===== src/rtl/nx_axbs_mac_if.sv =====
// nx_axbs_mac_if: operand/result stream bundle for the multi-lane MAC.
// The slave modport is the MAC and the master modport is the stream source/sink.
// Lane i of in_a/in_b/out_data is the i-th element of each packed array.
interface nx_axbs_mac_if #(
    parameter int SIZE_A = 15,
    parameter int SIZE_B = 15,
    parameter int LANES  = 4,
    parameter int ACC_W  = 48
);
    logic                          in_valid;
    logic                          in_ready;
    logic [LANES-1:0][SIZE_A-1:0]  in_a;
    logic [LANES-1:0][SIZE_B-1:0]  in_b;
    logic                          in_first;
    logic                          in_last;
    logic                          out_valid;
    logic                          out_ready;
    logic [LANES-1:0][ACC_W-1:0]   out_data;
    logic [LANES-1:0]              out_ovf;

    modport master (
        output in_valid, in_a, in_b, in_first, in_last, out_ready,
        input  in_ready, out_valid, out_data, out_ovf
    );

    modport slave (
        input  in_valid, in_a, in_b, in_first, in_last, out_ready,
        output in_ready, out_valid, out_data, out_ovf
    );
endinterface


===== src/rtl/nx_axbs_mac.sv =====
// nx_axbs_mac: LANES-wide signed multiply-accumulate.
// Each product is built from 7-bit chunks (top chunk signed 8-bit), then summed
// into a per-lane accumulator over first/last-delimited groups.
// Pipeline: S1 operands, S2 chunk products, S3 shift-add, S4 product,
// S5 accumulate, S6 output. One global enable freezes every stage on back-pressure.
// Build option NX_AXBS_MAC_SAT_EN: clamp the accumulator on overflow instead of wrapping.

module nx_axbs_mac_lane #(
    parameter int SIZE_A = 15,
    parameter int SIZE_B = 15,
    parameter int ACC_W  = 48
) (
    input  logic                     clk,
    input  logic                     rst_n,
    input  logic                     i_en,
    input  logic                     i_acc_en,
    input  logic                     i_first,
    input  logic                     i_out_en,
    input  logic [SIZE_A-1:0]        i_a,
    input  logic [SIZE_B-1:0]        i_b,
    output logic [ACC_W-1:0]         o_data,
    output logic                     o_ovf
);
    localparam int NCA = (SIZE_A + 5) / 7;   // chunks: low ones 7-bit unsigned, top one 8-bit signed
    localparam int NCB = (SIZE_B + 5) / 7;
    localparam int WA  = 7 * NCA + 1;
    localparam int WB  = 7 * NCB + 1;
    localparam int PW  = SIZE_A + SIZE_B;    // exact signed product width

    logic signed [SIZE_A-1:0] r_a;
    logic signed [SIZE_B-1:0] r_b;
    logic signed [WA-1:0]     w_ax;
    logic signed [WB-1:0]     w_bx;
    logic signed [17:0]       w_ca [NCA];
    logic signed [17:0]       w_cb [NCB];
    logic signed [17:0]       r_pp [NCA][NCB];
    logic signed [PW-1:0]     w_sum;
    logic signed [PW-1:0]     r_sum;
    logic signed [PW-1:0]     r_prod;
    logic signed [ACC_W-1:0]  r_acc;
    logic                     r_ovf;
    logic signed [ACC_W-1:0]  w_base;
    logic signed [ACC_W:0]    w_true;
    logic                     w_ovf;
    logic signed [ACC_W-1:0]  w_acc_nxt;
    logic [ACC_W-1:0]         r_out;
    logic                     r_out_ovf;

    assign w_ax = WA'(r_a);
    assign w_bx = WB'(r_b);

    for (genvar i = 0; i < NCA; i++) begin : g_ca
        if (i == NCA - 1) begin : g_top
            assign w_ca[i] = 18'($signed(w_ax[7*i+7 -: 8]));
        end else begin : g_low
            assign w_ca[i] = 18'(w_ax[7*i+6 -: 7]);
        end
    end

    for (genvar j = 0; j < NCB; j++) begin : g_cb
        if (j == NCB - 1) begin : g_top
            assign w_cb[j] = 18'($signed(w_bx[7*j+7 -: 8]));
        end else begin : g_low
            assign w_cb[j] = 18'(w_bx[7*j+6 -: 7]);
        end
    end

    // Shift-add of chunk products; arithmetic mod 2^PW is exact since the product fits PW.
    always_comb begin
        w_sum = '0;
        for (int i = 0; i < NCA; i++) begin
            for (int j = 0; j < NCB; j++) begin
                w_sum = w_sum + (PW'(r_pp[i][j]) <<< (7 * (i + j)));
            end
        end
    end

    // Accumulate one bit wider than ACC_W so the true sum's sign is known for ovf/clamp.
    always_comb begin
        w_base = i_first ? '0 : r_acc;
        w_true = (ACC_W+1)'(w_base) + (ACC_W+1)'(r_prod);
        w_ovf  = w_true[ACC_W] ^ w_true[ACC_W-1];
`ifdef NX_AXBS_MAC_SAT_EN
        if (!w_ovf)
            w_acc_nxt = w_true[ACC_W-1:0];
        else if (w_true[ACC_W])
            w_acc_nxt = {1'b1, {(ACC_W-1){1'b0}}};
        else
            w_acc_nxt = {1'b0, {(ACC_W-1){1'b1}}};
`else
        w_acc_nxt = w_true[ACC_W-1:0];
`endif
    end

    // Datapath stages S1..S4; they load whenever enabled, validity is tracked in the top.
    always_ff @(posedge clk or negedge rst_n) begin
        if (!rst_n) begin
            r_a    <= '0;
            r_b    <= '0;
            r_sum  <= '0;
            r_prod <= '0;
            for (int i = 0; i < NCA; i++)
                for (int j = 0; j < NCB; j++)
                    r_pp[i][j] <= '0;
        end else if (i_en) begin
            r_a    <= i_a;
            r_b    <= i_b;
            for (int i = 0; i < NCA; i++)
                for (int j = 0; j < NCB; j++)
                    r_pp[i][j] <= w_ca[i] * w_cb[j];
            r_sum  <= w_sum;
            r_prod <= r_sum;
        end
    end

    // S5 accumulator with sticky overflow, S6 result register loaded on a last beat.
    always_ff @(posedge clk or negedge rst_n) begin
        if (!rst_n) begin
            r_acc     <= '0;
            r_ovf     <= 1'b0;
            r_out     <= '0;
            r_out_ovf <= 1'b0;
        end else begin
            if (i_acc_en) begin
                r_acc <= w_acc_nxt;
                r_ovf <= (r_ovf & ~i_first) | w_ovf;
            end
            if (i_out_en) begin
                r_out     <= r_acc;
                r_out_ovf <= r_ovf;
            end
        end
    end

    assign o_data = r_out;
    assign o_ovf  = r_out_ovf;
endmodule

module nx_axbs_mac #(
    parameter int SIZE_A = 15,
    parameter int SIZE_B = 15,
    parameter int LANES  = 4,
    parameter int ACC_W  = 48
) (
    input  logic          clk,
    input  logic          rst_n,
    nx_axbs_mac_if.slave  bus
);
    localparam int STAGES = 4;   // r_vld_pipe[0]=S1 ... r_vld_pipe[4]=S5

    logic                r_out_valid;
    logic                w_en;
    logic [STAGES:0]     r_vld_pipe;
    logic [STAGES:0]     r_last_pipe;
    logic [STAGES-1:0]   r_first_pipe;
    logic                w_acc_en;
    logic                w_out_en;

    // Any free or draining output slot lets the whole pipe advance.
    assign w_en          = !r_out_valid || bus.out_ready;
    assign bus.in_ready  = w_en;
    assign bus.out_valid = r_out_valid;
    assign w_acc_en      = w_en && r_vld_pipe[STAGES-1];
    assign w_out_en      = w_en && r_vld_pipe[STAGES] && r_last_pipe[STAGES];

    // Valid/flag shift registers and output valid; all frozen while stalled.
    always_ff @(posedge clk or negedge rst_n) begin
        if (!rst_n) begin
            r_vld_pipe   <= '0;
            r_last_pipe  <= '0;
            r_first_pipe <= '0;
            r_out_valid  <= 1'b0;
        end else if (w_en) begin
            r_vld_pipe   <= {r_vld_pipe[STAGES-1:0], bus.in_valid};
            r_last_pipe  <= {r_last_pipe[STAGES-1:0], bus.in_last};
            r_first_pipe <= {r_first_pipe[STAGES-2:0], bus.in_first};
            r_out_valid  <= r_vld_pipe[STAGES] && r_last_pipe[STAGES];
        end
    end

    for (genvar g = 0; g < LANES; g++) begin : g_lane
        nx_axbs_mac_lane #(
            .SIZE_A (SIZE_A),
            .SIZE_B (SIZE_B),
            .ACC_W  (ACC_W)
        ) u_lane (
            .clk      (clk),
            .rst_n    (rst_n),
            .i_en     (w_en),
            .i_acc_en (w_acc_en),
            .i_first  (r_first_pipe[STAGES-1]),
            .i_out_en (w_out_en),
            .i_a      (bus.in_a[g]),
            .i_b      (bus.in_b[g]),
            .o_data   (bus.out_data[g]),
            .o_ovf    (bus.out_ovf[g])
        );
    end
endmodule


===== src/flat_wrapper.sv =====
// flat-port wrapper written by rule: the top's interface ports become plain ports
module nx_axbs_mac_flat 
#(
    parameter int SIZE_A = 15,
    parameter int SIZE_B = 15,
    parameter int LANES  = 4,
    parameter int ACC_W  = 48
)
  (clk, rst_n, bus_in_valid, bus_in_a, bus_in_b, bus_in_first, bus_in_last, bus_out_ready, bus_in_ready, bus_out_valid, bus_out_data, bus_out_ovf);
  nx_axbs_mac_if #(.SIZE_A(SIZE_A), .SIZE_B(SIZE_B), .LANES(LANES), .ACC_W(ACC_W)) bus_i ();
  input  logic clk;
  input  logic rst_n;
  input wire logic [$bits(bus_i.in_valid)-1:0] bus_in_valid;
  input wire logic [$bits(bus_i.in_a)-1:0] bus_in_a;
  input wire logic [$bits(bus_i.in_b)-1:0] bus_in_b;
  input wire logic [$bits(bus_i.in_first)-1:0] bus_in_first;
  input wire logic [$bits(bus_i.in_last)-1:0] bus_in_last;
  input wire logic [$bits(bus_i.out_ready)-1:0] bus_out_ready;
  output wire logic [$bits(bus_i.in_ready)-1:0] bus_in_ready;
  output wire logic [$bits(bus_i.out_valid)-1:0] bus_out_valid;
  output wire logic [$bits(bus_i.out_data)-1:0] bus_out_data;
  output wire logic [$bits(bus_i.out_ovf)-1:0] bus_out_ovf;
  assign bus_i.in_valid = bus_in_valid;
  assign bus_i.in_a = bus_in_a;
  assign bus_i.in_b = bus_in_b;
  assign bus_i.in_first = bus_in_first;
  assign bus_i.in_last = bus_in_last;
  assign bus_i.out_ready = bus_out_ready;
  assign bus_in_ready = bus_i.in_ready;
  assign bus_out_valid = bus_i.out_valid;
  assign bus_out_data = bus_i.out_data;
  assign bus_out_ovf = bus_i.out_ovf;
  nx_axbs_mac #(.SIZE_A(SIZE_A), .SIZE_B(SIZE_B), .LANES(LANES), .ACC_W(ACC_W)) u_core (.clk(clk), .rst_n(rst_n), .bus(bus_i));
endmodule

===== config.mk =====
export PLATFORM = sky130hd
export DESIGN_NAME = nx_axbs_mac_flat
export DESIGN_NICKNAME = d
export VERILOG_FILES = /design/src/rtl/nx_axbs_mac_if.sv /design/src/rtl/nx_axbs_mac.sv /design/src/flat_wrapper.sv
export SDC_FILE = /design/constraint.sdc
export NUM_CORES = 2
export LEC_CHECK = 0
export ABC_AREA = 1
export BUFFER_PORTS_ARGS = -buffer_cell sky130_fd_sc_hd__buf_2
export CAP_MARGIN = 20
export CORE_MARGIN = 4
export CORE_UTILIZATION = 35
export DETAILED_ROUTE_END_ITERATION = 12
export GPL_TIMING_DRIVEN = 0
export PLACE_DENSITY = 0.49
export SLEW_MARGIN = 20
export SYNTH_ARGS = -nofsm -noshare
export SYNTH_HDL_FRONTEND = slang
export SYNTH_SLANG_ARGS = --single-unit
export TNS_END_PERCENT = 100

===== constraint.sdc =====
create_clock -name clk -period 5.3 [get_ports clk]
set_input_delay 1.59 -clock clk [delete_from_list [all_inputs] [get_ports clk]]
set_output_delay 1.59 -clock clk [all_outputs]
set_load 0.1 [all_outputs]

==> flow_summary.json <==
{
  "status": "finished, final reports clean",
  "cts-htree-levels": 3,
  "drt-initial-drc-count": 5828,
  "dr.pass1.iters": 7,
  "grt_pass1_vias": 83276,
  "ys_types": 50,
  "worstSetupPathType": "primary input to primary output",
  "final_cell_mix": "nand2_1, inv_1, dfrtp_1",
  "syn_area_per_cell_sq_um": 7.124,
  "initial_utilization": 0.3524,
  "relSlewSlack": 0.2248,
  "yosysWarnings": 0,
  "die_w_um": 536.3,
  "postRouteAntennaNets": 0,
  "hold_buffers": 0,
  "core_sq_mm": 0.2772,
  "grt_pass1_wl_um": 517800,
  "cts_buffers": 121,
  "fin_crit_ns": 5.227,
  "critPathRequiredTime_ns": 3.71,
  "io_pins": 324,
  "arrival_ns": 3.64,
  "ys_ff_latch": 1015,
  "hold_start": "u_core.g_lane[2].u_lane.r_sum[12]",
  "whs_endpoint": "u_core.g_lane[2].u_lane.r_prod[12]",
  "setup_viol": 0,
  "viasPerCell": 4.698,
  "antenna_found_initial": 31,
  "cap_viol_max_count": 0,
  "clkLatencyLatePin_ns": 0.83,
  "worstMarginPinSlew_ns": 1.163,
  "grt.total_usage": 0.2357,
  "timing_hold_violations_final": 0,
  "clk_pin_slew_ns": 0.06,
  "post-place-ws_ns": -0.5619,
  "cp_max_fo": 10,
  "grt-ovfl-total": 0,
  "routed_wirelength_um": 340100,
  "drive_above_1_share": 0.07656,
  "setup_ws_ns": 0.07332,
  "timing.rr.start": "u_core.g_lane[1].u_lane.r_a[10]",
  "worst_r2r_endpoint": "u_core.g_lane[1].u_lane.r_pp[29]",
  "synthArstFlopShare": 1.000,
  "area_growth_syn_to_layout_pct": 11.18,
  "num_vias": 84479,
  "synth_edf_count": 0,
  "cts_tree": "yes",
  "fin_worst_skew_ns": 0.06135,
  "dp_cells": 17758,
  "synth-main-ff-cell": "dfrtp_1",
  "worstRegToRegCells": 16,
  "clk_path_buf_depth": 3,
  "final_max_slew_viol_count": 0,
  "rrSetupSlack_ns": 0.27,
  "dieArea_sq_mm": 0.2876,
  "endpoint_kind": "primary output",
  "io_buffers": 323,
  "wl_per_cell_um": 18.91,
  "hold_path_depth": 2,
  "synth_area_sq_mm": 0.09768,
  "stdcell_count": 17980,
  "clockRootBuffer": "clkbuf_16",
  "grt_max_degree": 130,
  "num_rows": 193,
  "seq_area_frac_synth": 0.2600,
  "synthesis.nets": 15382,
  "nets": 15834,
  "drc": 0,
  "rsz0062_at_grt": "true",
  "dieHeight_um": 536.3,
  "clock-sinks": 1015,
  "final_common_cell": "nand2_1",
  "gp_congestion": 0.9584,
  "hpwl_um": 279800,
  "hp-class": "flop to flop",
  "startpoint_type": "primary input",
  "synth_cells": 13712,
  "fmax_mhz": 191.3,
  "period_share": 0.9862
}
## state kept, by name, indices dropped and copies added (netlist names)
| register | flops |
|---|---|
| u_core.g_lane.u_lane.r_prod | 120 |
| u_core.g_lane.u_lane.r_ovf | 4 |
| u_core.r_first_pipe | 4 |
| u_core.bus.out_valid | 1 |
| u_core.g_lane.u_lane.o_data | 192 |
| u_core.g_lane.u_lane.r_b | 60 |
| u_core.r_last_pipe | 5 |
| u_core.g_lane.u_lane.r_acc | 192 |
| u_core.g_lane.u_lane.o_ovf | 4 |
| u_core.g_lane.u_lane.r_sum | 120 |
| u_core.r_vld_pipe | 5 |
| u_core.g_lane.u_lane.r_pp | 248 |
| u_core.g_lane.u_lane.r_a | 60 |
## per-stage QoR
stage	hold slack (ns)	instance area, sq um	util	setup TNS (ns)
finish	0.4668	108600	0.3918	0
floorplan	0.4422	97680	-	0
detailed placement	0.4521	104400	0.3766	-0.9248
CTS	0.4572	108500	0.3915	0
global route	0.4917	108600	0.3917	-0.05826
global placement	0.4533	103900	0.3749	-
## worst max-delay path, stage by stage
cell and delay [ns]:
buf_2 0.10, nor2_4 0.06, inv_2 0.26, clkbuf_1 0.63, clkbuf_2 0.48, buf_2 0.51
## layer usage
layer,global-route usage,up-vias,wire [um]
li1,-,42240,-
met3,0.02619,357,17730
met2,0.3579,1868,143400
met1,0.3529,39996,168400
met5,0,-,104
met4,0.06495,18,10360
## cell families after synthesis
kind of cell / count (synthesis) / share of synthesized area
AND/OR/NAND/NOR: 6196 / 0.2597
AO/OA/AOI/OAI: 1309 / 0.07219
buffers and inverters: 3409 / 0.1334
flip-flops: 1015 / 0.2600
adder cells (fa/ha/maj): 1544 / 0.2531
XOR/XNOR: 235 / 0.02107
multiplexers: 4 / 0.0004611
## synth_stat cells, types with 21 or more instances
cell type / count / area, sq um
nand2_2: 72 / 450.4
o21ai_0: 602 / 3013
ha_1: 824 / 10310
xor2_1: 138 / 1209
or2_2: 34 / 212.7
nand4_1: 90 / 563.0
nor3_1: 97 / 485.5
o21ai_1: 109 / 545.5
a31oi_1: 21 / 131.4
buf_4: 21 / 157.7
a21oi_1: 414 / 2072
nor2_2: 71 / 444.2
dfrtp_1: 1015 / 25400
inv_2: 48 / 180.2
clkbuf_1: 322 / 1209
nand3b_1: 34 / 255.2
o21bai_1: 65 / 488.0
nand2_1: 4570 / 17150
fa_1: 720 / 14410
nor2_4: 26 / 292.8
nor3_2: 24 / 240.2
inv_1: 2890 / 10850
nand3_1: 511 / 2557
nor2_1: 613 / 2301
xnor2_1: 97 / 849.6
buf_2: 113 / 565.5
## cell type report
cell class                 instances  area (sq um)
clock inverter                    65         748.2
multi-input combinational       9288         59270
inverter                        2943         11050
timing repair buffer             342          2074
antenna                           11         27.53
buffer                           453          2041
fill                           30199        168600
tap                             3705          4636
clock buffer                     158          3367
sequential                      1015         25400
## worst max-delay path by stage
stage                                    start                               end  slack (ns)  cells after the start
2_1_floorplan                    bus_out_ready                      bus_in_ready        0.72                      4
3_3_place_gp                             rst_n   u_core.g_lane[2].u_lane.r_b[12]      -21.53                      1
3_5_place_dp                     bus_out_ready                      bus_in_ready       -0.56                      6
4_1_cts        u_core.g_lane[0].u_lane.r_a[11]  u_core.g_lane[0].u_lane.r_pp[30]       0.004                     19
5_1_grt         u_core.g_lane[0].u_lane.r_a[8]  u_core.g_lane[0].u_lane.r_pp[30]       -0.06                     21
6_report                         bus_out_ready                      bus_in_ready        0.07                      6
## timing repair
action | in CTS | in global routing
buffers inserted | 1 | 0
pin swaps | 1 | 0
gates resized for setup | 5 | 119
endpoints found under the setup margin | 6 | 58
Power is not shown: default switching activity piles up to over one toggle a cycle in this logic, so the estimate is an artifact.
